$ cat src/rtl/riscv_pkg.sv
// Shared pipeline-control types and encodings for the 5-stage RISC-V core.
package riscv_pkg;

  typedef struct packed {
    logic       RegWrite;
    logic [1:0] ResultSrc;
    logic       MemWrite;
    logic       Jump;
    logic       Branch;
    logic       ALUSrc;
    logic [2:0] ALUControl;
  } ctrl_t;

  localparam logic [1:0] RES_ALU = 2'b00;
  localparam logic [1:0] RES_MEM = 2'b01;
  localparam logic [1:0] RES_PC4 = 2'b10;

  localparam logic [1:0] FWD_RF  = 2'b00;
  localparam logic [1:0] FWD_WB  = 2'b01;
  localparam logic [1:0] FWD_MEM = 2'b10;

endpackage

$ cat src/rtl/fwd_sel.sv
// Forwarding select for one E-stage ALU operand; the M-stage producer wins over W.
module fwd_sel
  import riscv_pkg::*;
#(
  parameter int REG_AW = 5
) (
  input  logic [REG_AW-1:0] rs_e_i,
  input  logic [REG_AW-1:0] rd_m_i,
  input  logic              reg_write_m_i,
  input  logic [REG_AW-1:0] rd_w_i,
  input  logic              reg_write_w_i,
  output logic [1:0]        fwd_o
);

  always_comb begin
    fwd_o = FWD_RF;
    // x0 is never forwarded: it reads as zero no matter who writes it.
    if ((rs_e_i != '0) && reg_write_m_i && (rs_e_i == rd_m_i)) begin
      fwd_o = FWD_MEM;
    end else if ((rs_e_i != '0) && reg_write_w_i && (rs_e_i == rd_w_i)) begin
      fwd_o = FWD_WB;
    end
  end

endmodule

$ cat src/rtl/pipe_ctrl.sv
// Pipeline control and hazard unit: carries the control bundle D->E->M->W,
// detects load-use and taken branch/jump hazards, and selects ALU forwarding.
module pipe_ctrl
  import riscv_pkg::*;
#(
  parameter int REG_AW = 5
) (
  input  logic              clk,
  input  logic              reset_n,
  input  logic [9:0]        CtrlD,
  input  logic [REG_AW-1:0] Rs1D,
  input  logic [REG_AW-1:0] Rs2D,
  input  logic [REG_AW-1:0] RdD,
  input  logic              ZeroE,
  output logic [9:0]        CtrlE,
  output logic [9:0]        CtrlM,
  output logic [9:0]        CtrlW,
  output logic [REG_AW-1:0] RdM,
  output logic [REG_AW-1:0] RdW,
  output logic              PCSrcE,
  output logic              StallF,
  output logic              StallD,
  output logic              FlushD,
  output logic              FlushE,
  output logic [1:0]        ForwardAE,
  output logic [1:0]        ForwardBE
);

  ctrl_t             ctrl_d;
  ctrl_t             ctrl_e_q, ctrl_e_d;
  ctrl_t             ctrl_m_q;
  ctrl_t             ctrl_w_q;
  logic [REG_AW-1:0] rs1_e_q, rs1_e_d;
  logic [REG_AW-1:0] rs2_e_q, rs2_e_d;
  logic [REG_AW-1:0] rd_e_q, rd_e_d;
  logic [REG_AW-1:0] rd_m_q;
  logic [REG_AW-1:0] rd_w_q;
  logic              lw_stall;
  logic              pc_src;
  logic              flush_e;

  assign ctrl_d = ctrl_t'(CtrlD);

  // A load in E whose result is needed by D cannot be forwarded in time.
  assign lw_stall = (ctrl_e_q.ResultSrc == RES_MEM) && (rd_e_q != '0) &&
                    ((rd_e_q == Rs1D) || (rd_e_q == Rs2D));
  assign pc_src   = (ctrl_e_q.Branch & ZeroE) | ctrl_e_q.Jump;
  assign flush_e  = lw_stall | pc_src;

  always_comb begin
    ctrl_e_d = ctrl_d;
    rs1_e_d  = Rs1D;
    rs2_e_d  = Rs2D;
    rd_e_d   = RdD;
    if (flush_e) begin
      ctrl_e_d = '0;
      rs1_e_d  = '0;
      rs2_e_d  = '0;
      rd_e_d   = '0;
    end
  end

  always_ff @(posedge clk or negedge reset_n) begin
    if (!reset_n) begin
      ctrl_e_q <= '0;
      rs1_e_q  <= '0;
      rs2_e_q  <= '0;
      rd_e_q   <= '0;
      ctrl_m_q <= '0;
      rd_m_q   <= '0;
      ctrl_w_q <= '0;
      rd_w_q   <= '0;
    end else begin
      ctrl_e_q <= ctrl_e_d;
      rs1_e_q  <= rs1_e_d;
      rs2_e_q  <= rs2_e_d;
      rd_e_q   <= rd_e_d;
      ctrl_m_q <= ctrl_e_q;
      rd_m_q   <= rd_e_q;
      ctrl_w_q <= ctrl_m_q;
      rd_w_q   <= rd_m_q;
    end
  end

  fwd_sel #(.REG_AW(REG_AW)) u_fwd_a (
    .rs_e_i        (rs1_e_q),
    .rd_m_i        (rd_m_q),
    .reg_write_m_i (ctrl_m_q.RegWrite),
    .rd_w_i        (rd_w_q),
    .reg_write_w_i (ctrl_w_q.RegWrite),
    .fwd_o         (ForwardAE)
  );

  fwd_sel #(.REG_AW(REG_AW)) u_fwd_b (
    .rs_e_i        (rs2_e_q),
    .rd_m_i        (rd_m_q),
    .reg_write_m_i (ctrl_m_q.RegWrite),
    .rd_w_i        (rd_w_q),
    .reg_write_w_i (ctrl_w_q.RegWrite),
    .fwd_o         (ForwardBE)
  );

  assign CtrlE  = ctrl_e_q;
  assign CtrlM  = ctrl_m_q;
  assign CtrlW  = ctrl_w_q;
  assign RdM    = rd_m_q;
  assign RdW    = rd_w_q;
  assign PCSrcE = pc_src;
  assign StallF = lw_stall;
  assign StallD = lw_stall;
  assign FlushD = pc_src;
  assign FlushE = flush_e;

endmodule

$ cat config.mk
export PLATFORM = sky130hd
export DESIGN_NAME = pipe_ctrl
export DESIGN_NICKNAME = d
export VERILOG_FILES = /design/src/rtl/riscv_pkg.sv /design/src/rtl/fwd_sel.sv /design/src/rtl/pipe_ctrl.sv
export SDC_FILE = /design/constraint.sdc
export NUM_CORES = 1
export LEC_CHECK = 0
export BUFFER_PORTS_ARGS = -buffer_cell sky130_fd_sc_hd__buf_2
export CAP_MARGIN = 20
export CORE_MARGIN = 2
export CORE_UTILIZATION = 25
export CTS_CLUSTER_SIZE = 14
export DETAILED_ROUTE_END_ITERATION = 10
export GPL_TIMING_DRIVEN = 0
export SLEW_MARGIN = 20
export SYNTH_ARGS = -nofsm -noshare
export SYNTH_HDL_FRONTEND = slang
export SYNTH_SLANG_ARGS = --single-unit
export TNS_END_PERCENT = 20
$ cat constraint.sdc
create_clock -name clk -period 5.5 [get_ports clk]
set_input_delay 1.65 -clock clk [delete_from_list [all_inputs] [get_ports clk]]
set_output_delay 1.65 -clock clk [all_outputs]
set_load 0.02 [all_outputs]
==> results.py <==
metrics = {
    "drt": {
        "avgViaCountPerCell": 4.15,
        "wl_um": 5040,
        "initialDrtViolationCount": 52,
        "detailroute.via_count": 1493,
        "dr.pass1.iters": 4,
        "antenna_left": 0,
        "drc_errors": 0,
        "wl_per_cell_um": 14.0,
    },
    "worst_setup_path": {
        "cp_slowest_cell": "a21oi_1",
        "worstPathCellList": "buf_2 > a21oi_1 > inv_1 > a21o_2 > buf_2",
        "crit_arrival_ns": 2.87,
        "endpoint_kind": "primary output",
        "slowest_delay_ns": 0.59,
        "critical_path_required_ns": 3.85,
        "crit-reg2reg-launch": "CtrlE[4]$_DFF_PN0_",
        "cp_common_cell": "buf_2",
        "start_kind": "input pin",
        "crit_path_max_fanout": 8,
        "reg2reg_to": "rs2_e_q[1]$_DFF_PN0_",
        "criticalPathCategory": "in -> out",
        "r2r_cells": 4,
        "rrSetupSlack_ns": 3.72,
    },
    "pwr": {
        "worst_ir_drop_vdd_mv": 0.111,
        "leakagePower_nw": 1.36,
        "pwr_density_cell_nw_per_um2": 331,
        "p_total_uw": 919,
    },
    "placed_design": {
        "dp_hpwl_um": 3790,
        "io_buffers": 76,
        "gp_congestion": 0.745,
    },
    "die": {
        "die_y_um": 97.1,
        "core_um2": 8300,
        "start_util_pct": 26.1,
        "ios": 77,
        "die_x_um": 97.1,
        "num_rows": 33,
        "dieArea_um2": 9430,
    },
    "worst_hold_path": {
        "hold_depth": 0,
        "worstHoldPathType": "reg -> reg",
        "min_from": "CtrlE[2]$_DFF_PN0_",
        "hold_end": "CtrlM[2]$_DFF_PN0_",
    },
    "sta": {
        "final.setup.tns_ns": 0,
        "final_max_slew_viol_count": 0,
        "setup_viol": 0,
        "fin_crit_ns": 4.52,
        "worst_pin_slew_ns": 0.770,
        "finalCritPeriodShare_pct": 82.2,
        "grt_setup_unrepaired": "no",
        "holdWs_ns": 0.378,
        "hold_viol_final": 0,
        "slew_headroom_pct": 48.7,
        "skew_ns": 0.00699,
        "timing.fmax_ghz": 0.221,
    },
    "grt": {
        "grt_max_degree": 56,
        "grtUsageTotal_pct": 11.1,
        "grt_pass1_wl_um": 8340,
        "grt.met1_usage_pct": 14.3,
        "busiest_layer": "met2",
        "grt_util_met3_pct": 2.95,
        "grt_pass1_vias": 1635,
        "antenna_found_initial": 0,
        "met2_usage_pct": 18.0,
        "gr-total-overflow": 0,
    },
    "layout": {
        "diodes": 0,
        "syn_to_final_growth_pct": 27.9,
        "finalNetCount": 282,
        "final_util_pct": 33.4,
        "layout-drive-gt1-share_pct": 46.3,
    },
    "logic_synthesis": {
        "syn_avg_cell_area_um2": 12.7,
        "mappedNetlistArea_um2": 2170,
        "yosys.cell_types.count": 21,
        "syn_inst": 171,
        "ys_ff_latch": 55,
        "ys.warnings.count": 0,
        "synth.largest_area_cell": "dfrtp_1",
        "yosysSeqAreaShare_pct": 63.5,
        "synth_top_area_share_pct": 63.5,
        "synth_nets": 199,
        "synth.area.top_cells": "dfrtp_1 (64%), xnor2_1 (11%), a21oi_2 (8.1%), nand2_1 (5.0%), xor2_1 (1.6%)",
    },
    "cts": {
        "cts-resized-gates": 0,
        "insertion_delay_ns": 0.31,
        "cts_setup_buffers": 0,
        "root_buffer": "clkbuf_8",
        "clock-sinks": 55,
        "cts_max_level": 2,
        "ctsHoldBuffers": 0,
        "clock_path_buffers": 2,
        "clk_pin_slew_ns": 0.09,
        "cts-buffers-inserted": 5,
        "cts_tree": "yes",
    },
    "flow_run": {
        "drv_cap": 0,
    },
    "outcome": {
        "status": "finished clean",
    },
}
## metal layers
metal  wire length, µm  part of all wire [%]
met5                 0                     0
met4                77                   1.5
met1              2300                    46
met3               292                   5.8
met2              2370                    47
## area by class of cell
class	instances	area [µm²]
plain buffers	10	70.1
clock buffers	5	68.8
clock inverters	3	22.5
fillers	867	5530
inverters	1	3.75
multi-input cells	105	717
flip-flops and latches	55	1380
well taps	105	131
repair buffers	76	383
## synthesized netlist by cell type
library cell   n
xor2_1         4
nand2_1       29
buf_2          2
nor3b_2        1
and2_2         1
nor2_2         2
clkbuf_1       2
a21oi_2       20
buf_4          4
buf_6          2
a21oi_1        6
nor4_1         4
xnor2_1       26
dfrtp_1       55
nand4_1        4
nand3_1        2
a21o_2         1
nor2_1         1
o22ai_2        1
inv_1          1
or4_1          3
## cells by family (layout without fill, tap and decap cells)
| family | after synthesis | count (layout) | synth area share, % |
|---|---|---|---|
| flip-flops | 55 | 55 | 63.5 |
| AND/OR/NAND/NOR | 47 | 47 | 10.5 |
| XOR/XNOR | 30 | 30 | 12.1 |
| AO/OA/AOI/OAI | 28 | 28 | 10.5 |
| buffers and inverters | 11 | 95 | 3.41 |
## cells in the final DEF, fill, tap and decap left out, types with 3 or more instances in the layout
cell,netlist,final
a21oi_1,6,6
a21oi_2,20,20
buf_2,2,77
buf_4,4,5
clkbuf_8,0,5
dfrtp_1,55,55
nand2_1,29,29
nand4_1,4,4
nor4_1,4,4
or4_1,3,3
xnor2_1,26,26
xor2_1,4,4
## how the worst max path moves through the flow
stage	from	to	cells past startpoint
3_3_place_gp	Rs2D[4]	StallF	7
2_1_floorplan	Rs2D[4]	StallF	5
5_1_grt	Rs2D[0]	StallF	7
3_5_place_dp	ZeroE	FlushE	5
6_report	ZeroE	FlushE	5
4_1_cts	ZeroE	FlushE	5
## power by group
group	leakage (nW)	switching [mW]	internal [mW]	total, mW
sequential	0.696	0.0371	0.445	0.482
combinational	0.614	0.127	0.0821	0.209
clock	0.0485	0.135	0.0915	0.227
total	1.36	0.299	0.619	0.919
## flip-flops by register name (all words and copies together) (netlist names)
| signal | count |
|---|---|
| CtrlE | 10 |
| CtrlM | 10 |
| CtrlW | 10 |
| RdM | 5 |
| RdW | 5 |
| rd_e_q | 5 |
| rs1_e_q | 5 |
| rs2_e_q | 5 |
## critical path: cells and delay by family
family | cells | cell delay, ns
compound gates | 2 | 0.81
buf+inv | 3 | 0.41
## per-stage QoR
stage | cell area [µm²] | cells | setup WS, ns
4_1_cts | 2770 | 360 | 0.943
6_report | 2770 | 360 | 0.979
3_5_place_dp | 2680 | 352 | 0.949
3_3_place_gp | 2680 | 352 | 0.915
2_1_floorplan | 2170 | 171 | 1.27
5_1_grt | 2770 | 360 | 0.832
Power figures use the tool's default switching activity.
